==> config.mk <==
export PLATFORM = sky130hd
export DESIGN_NAME = regfile_param
export DESIGN_NICKNAME = d
export VERILOG_FILES = /design/src/rtl/regfile_param.sv
export SDC_FILE = /design/constraint.sdc
export NUM_CORES = 1
export LEC_CHECK = 0
export ABC_AREA = 1
export ABC_CLOCK_PERIOD_IN_PS = 2500
export BUFFER_PORTS_ARGS = -buffer_cell sky130_fd_sc_hd__buf_2
export CAP_MARGIN = 10
export CORE_ASPECT_RATIO = 2
export CORE_UTILIZATION = 30
export DETAILED_ROUTE_END_ITERATION = 8
export SYNTH_ARGS = -nofsm -noshare
export SYNTH_HDL_FRONTEND = slang
export SYNTH_SLANG_ARGS = --single-unit
==> constraint.sdc <==
create_clock -name clk -period 2.5 [get_ports clk]
set_input_delay 0.75 -clock clk [delete_from_list [all_inputs] [get_ports clk]]
set_output_delay 0.75 -clock clk [all_outputs]
set_load 0.02 [all_outputs]
==> src/rtl/regfile_param.sv <==
// Parametrised general/temporary register file with shared function and wrap flag.
// Optional macro REGFILE_BYPASS_EN forwards next values of enabled registers to read ports.
module regfile_param #(
   parameter int W  = 8,
   parameter int NR = 4,
   parameter int NT = 4,
   parameter int SW = $clog2(NR+NT)
) (
   input  logic          clk,
   input  logic          rst_n,
   input  logic [W-1:0]  i_data,
   input  logic [1:0]    fun_sel,
   input  logic [NR-1:0] r_sel,
   input  logic [NT-1:0] t_sel,
   input  logic [SW-1:0] o1_sel,
   input  logic [SW-1:0] o2_sel,
   output logic [W-1:0]  o1,
   output logic [W-1:0]  o2,
   output logic          o1_zero,
   output logic          o2_zero,
   output logic          wrap
);

   localparam int N = NR + NT;

   // Unified index: k < NT is T(k+1), k >= NT is R(k-NT+1)
   logic [W-1:0] r_reg [N];
   logic         r_wrap;
   logic [W-1:0] w_nxt [N];
   logic [W-1:0] w_rd  [N];
   logic [N-1:0] w_en;
   logic [N-1:0] w_wrp;
   logic [W-1:0] w_o1;
   logic [W-1:0] w_o2;

   // Map MSB-first select vectors onto the unified index
   always_comb begin
      w_en = '0;
      for (int k = 0; k < NT; k++) w_en[k] = t_sel[NT-1-k];
      for (int j = 0; j < NR; j++) w_en[NT+j] = r_sel[NR-1-j];
   end

   // Shared function result and wrap detection per register
   always_comb begin
      for (int k = 0; k < N; k++) begin
         w_nxt[k] = r_reg[k];
         w_wrp[k] = 1'b0;
         case (fun_sel)
            2'b00: w_nxt[k] = '0;
            2'b01: w_nxt[k] = i_data;
            2'b10: begin
               w_nxt[k] = r_reg[k] - W'(1);
               w_wrp[k] = w_en[k] && (r_reg[k] == '0);
            end
            default: begin
               w_nxt[k] = r_reg[k] + W'(1);
               w_wrp[k] = w_en[k] && (r_reg[k] == '1);
            end
         endcase
      end
   end

   // Register state and one-cycle wrap pulse
   always_ff @(posedge clk or negedge rst_n) begin
      if (!rst_n) begin
         for (int k = 0; k < N; k++) r_reg[k] <= '0;
         r_wrap <= 1'b0;
      end else begin
         for (int k = 0; k < N; k++)
            if (w_en[k]) r_reg[k] <= w_nxt[k];
         r_wrap <= |w_wrp;
      end
   end

   // Per-register read value, optionally forwarding the pending write
   always_comb begin
      for (int k = 0; k < N; k++) begin
`ifdef REGFILE_BYPASS_EN
         w_rd[k] = w_en[k] ? w_nxt[k] : r_reg[k];
`else
         w_rd[k] = r_reg[k];
`endif
      end
   end

   // Read muxes; unmatched selects and reset force zero
   always_comb begin
      w_o1 = '0;
      w_o2 = '0;
      for (int k = 0; k < N; k++) begin
         if (o1_sel == SW'(k)) w_o1 = w_rd[k];
         if (o2_sel == SW'(k)) w_o2 = w_rd[k];
      end
      if (!rst_n) begin
         w_o1 = '0;
         w_o2 = '0;
      end
   end

   assign o1      = w_o1;
   assign o2      = w_o2;
   assign o1_zero = (w_o1 == '0);
   assign o2_zero = (w_o2 == '0);
   assign wrap    = r_wrap;

endmodule

==> impl_metrics.env <==
export IMPL_ys_flop_type="dfrtp_1"
export IMPL_swShare_pct=41.6
export IMPL_synth_top_cell_area_share_pct=24.6
export IMPL_place_congestion=0.942
export IMPL_ios=45
export IMPL_crit_fanout=5
export IMPL_status="finished, violations left"
export IMPL_relSlewSlack_pct=37.0
export IMPL_grt_start_max_net_pins=66
export IMPL_fmax_mhz=358
export IMPL_final_cell_mix="nand2_1 (183), inv_1 (111), buf_4 (105)"
export IMPL_drt_first_pass_iters=5
export IMPL_violations="setup timing"
export IMPL_largest_reg_flops=64
export IMPL_worst_ep_arrival_time_ns=2.04
export IMPL_synth_mux_area_share_pct=0
export IMPL_p_int_mw=3.10
export IMPL_antenna_found_initial=0
export IMPL_path_clk_slew_ns=0.05
export IMPL_cts_path_max_buffers=2
export IMPL_nFillCells=2179
export IMPL_htree_levels=3
export IMPL_synth_edf_count=0
export IMPL_hold_violations=0
export IMPL_vias=7798
export IMPL_rows=76
export IMPL_critical_path_startpoint_type="primary input"
export IMPL_synth_top_family_by_area="simple AND/OR/NAND/NOR gates"
export IMPL_p_per_area_nw_per_um2=560
export IMPL_track_usage_pct=24.7
export IMPL_finalCritPeriodShare_pct=112
export IMPL_end_kind="output pin"
export IMPL_routed_wl_um=26900
export IMPL_core_area_um2=21600
export IMPL_start_util_pct=30.7
export IMPL_viasPerCell=5.30
export IMPL_io_buffers=44
export IMPL_layout_commonest_cell="nand2_1"
export IMPL_p_comb_share_pct=47.1
export IMPL_yosys_warnings=0
export IMPL_final_core_util_pct=44.0
export IMPL_p_seq_share_pct=30.0
export IMPL_die_h_um=212
export IMPL_clkPwrFrac_pct=22.8
export IMPL_syn_area_per_cell_um2=6.45
export IMPL_worst_ep_required_time_ns=1.75
export IMPL_grt_overflow=0
export IMPL_drive_gt1_share_pct=26.7
export IMPL_peakVddDrop_uv=369
export IMPL_crit_type="primary input to output pin"
export IMPL_place_area_um2=8380
export IMPL_clock_skew_ns=0.00311
export IMPL_cts_sinks=65
export IMPL_drtAntennaViolNets=0
export IMPL_die_w_um=107
export IMPL_power_switching_mw=2.21
export IMPL_cts_root_buf="clkbuf_16"
export IMPL_hp_class="flop to flop"
export IMPL_die_area_um2=22700
export IMPL_drv_cap=0
export IMPL_finalInstanceArea_um2=9490
export IMPL_synth_net_count=1109
export IMPL_drt_iter0_markers=400
export IMPL_synth_area_leaders="dfrtp_1 (25%), nand2_1 (11%), ha_1 (9.1%), a21oi_1 (8.6%), nand3_1 (7.4%)"
export IMPL_total_power_mw=5.31
export IMPL_synth_largest_area_cell="dfrtp_1"
export IMPL_dpl_hpwl_um=20100
export IMPL_synth_seq_cells=65
export IMPL_post_drt_wl_per_cell_um=18.3
export IMPL_clk_latency_ns=0.36
export IMPL_leakagePower_nw=4.64
export IMPL_finalSetupViolCount=18
export IMPL_yosysSeqAreaShare_pct=24.6
export IMPL_fin_crit_ns=2.79
export IMPL_antenna_cells=0
export IMPL_area_delta_synth_final_pct=43.2
export IMPL_rsz0062_at_grt="true"
export IMPL_grt_pass1_wl_um=41800
export IMPL_ys_types=31
export IMPL_synth_compound_area_share_pct=17.7
export IMPL_async_flop_share_pct=100
export IMPL_cts_tree="yes"
export IMPL_grt_pass1_vias=7913
export IMPL_nets=1277
export IMPL_layout_setup_ws_ns=-0.291
export IMPL_numCtsBuffers=9
export IMPL_finalMaxSlewViolations=0
export IMPL_cts_hold_buf=0
export IMPL_synth_area_um2=6620
export IMPL_drc=0
export IMPL_synthXorXnorAreaFrac_pct=2.25
export IMPL_worstMarginPinSlew_ns=0.945
export IMPL_yosys_area_share_simple_pct=33.5
export IMPL_synthAdderAreaFrac_pct=11.5
export IMPL_netlist_instances=1027
-- cell usage after synthesis (2+ instances only) --
library cell  instances
nor3_4                2
a21oi_1             114
inv_1               127
o211ai_1              4
o31ai_1               3
buf_2                14
xor2_1               17
dfrtp_1              65
nor3_2                3
nor2_1               98
buf_1                 2
inv_2                11
o21ai_1               3
ha_1                 48
o21ai_0              71
nand3_1              98
fa_1                  8
clkinv_1              4
clkbuf_1             18
nor4_1               18
nand2_1             201
a31oi_1              29
nand4_1              51
nor3_1               11
-- repair_timing --
| action | 4_1_cts | 5_1_grt |
|---|---|---|
| pin swaps | 36 | 41 |
| buffers inserted | 16 | 11 |
| resized for setup | 143 | 36 |
| setup endpoints to repair | 18 | 18 |
| gates cloned | 5 | 0 |
-- worst paths after layout --
check / startpoint / endpoint / slack [ns] / cells past startpoint
max in group asynchronous: rst_n / r_reg[38] / 1.24 / 2
setup / recovery: o1_sel[2] / o1_zero / -0.29 / 11
min in group asynchronous: rst_n / r_reg[20] / 0.63 / 2
hold / removal: r_reg[4] / r_reg[4] / 0.61 / 2
hold reg to reg: r_reg[4] / r_reg[4] / 0.61 / 2
setup reg to reg: r_reg[24] / r_reg[30] / 0.48 / 11
-- critical path: stages --
cell	delay [ns]
buf_12	0.11
buf_12	0.12
inv_8	0.04
nand4_1	0.08
nand2_2	0.08
nor3_2	0.20
nand4_1	0.11
nand2_1	0.10
nand4_1	0.16
nor2_4	0.16
buf_6	0.12
-- kinds of logic after synthesis --
group | after synthesis
buf+inv | 178
fa+ha+maj | 56
flops | 65
compound gates | 224
simple gates | 487
xor+xnor | 17
-- routing by layer --
| metal | global-route usage (%) | up-vias | wire (µm) |
|---|---|---|---|
| met5 | 0 | - | 0 |
| met4 | 22.7 | 0 | 2520 |
| met3 | 3.40 | 112 | 860 |
| met2 | 44.5 | 218 | 14100 |
| met1 | 23.9 | 3626 | 9430 |
| li1 | - | 3842 | - |
-- through the flow --
stage | instances | TNS [ns] | hold slack (ns) | setup WS [ns]
floorplan | 1027 | -0.0554 | 0.454 | -0.0138
global placement | 1427 | -5.30 | 0.584 | -0.408
detailed placement | 1427 | -5.49 | 0.597 | -0.430
CTS | 1460 | -2.12 | 0.604 | -0.226
global route | 1470 | -4.54 | 0.620 | -0.361
finish | 1470 | -3.24 | 0.612 | -0.291
-- power by group through the flow --
stage | clock network [mW] | registers [mW] | logic, mW
finish | 1.21 | 1.59 | 2.50
global route | 1.27 | 1.60 | 2.80
CTS | 1.24 | 1.58 | 2.46
detailed placement | 0 | 1.59 | 2.28
global placement | 0 | 1.59 | 2.24
floorplan | 0 | 1.47 | 1.39
-- area by class of cell --
cell class,count,area [µm²],share of cell area (%)
Timing Repair inverter,2,20.0,0.211
Tap cell,273,342,3.60
Clock buffer,13,270,2.85
Multi-Input combinational cell,785,4800,50.6
Inverter,142,591,6.22
Sequential cell,65,1630,17.1
Timing Repair Buffer,190,1830,19.3
No activity file was read; power rests on OpenSTA's default activity.
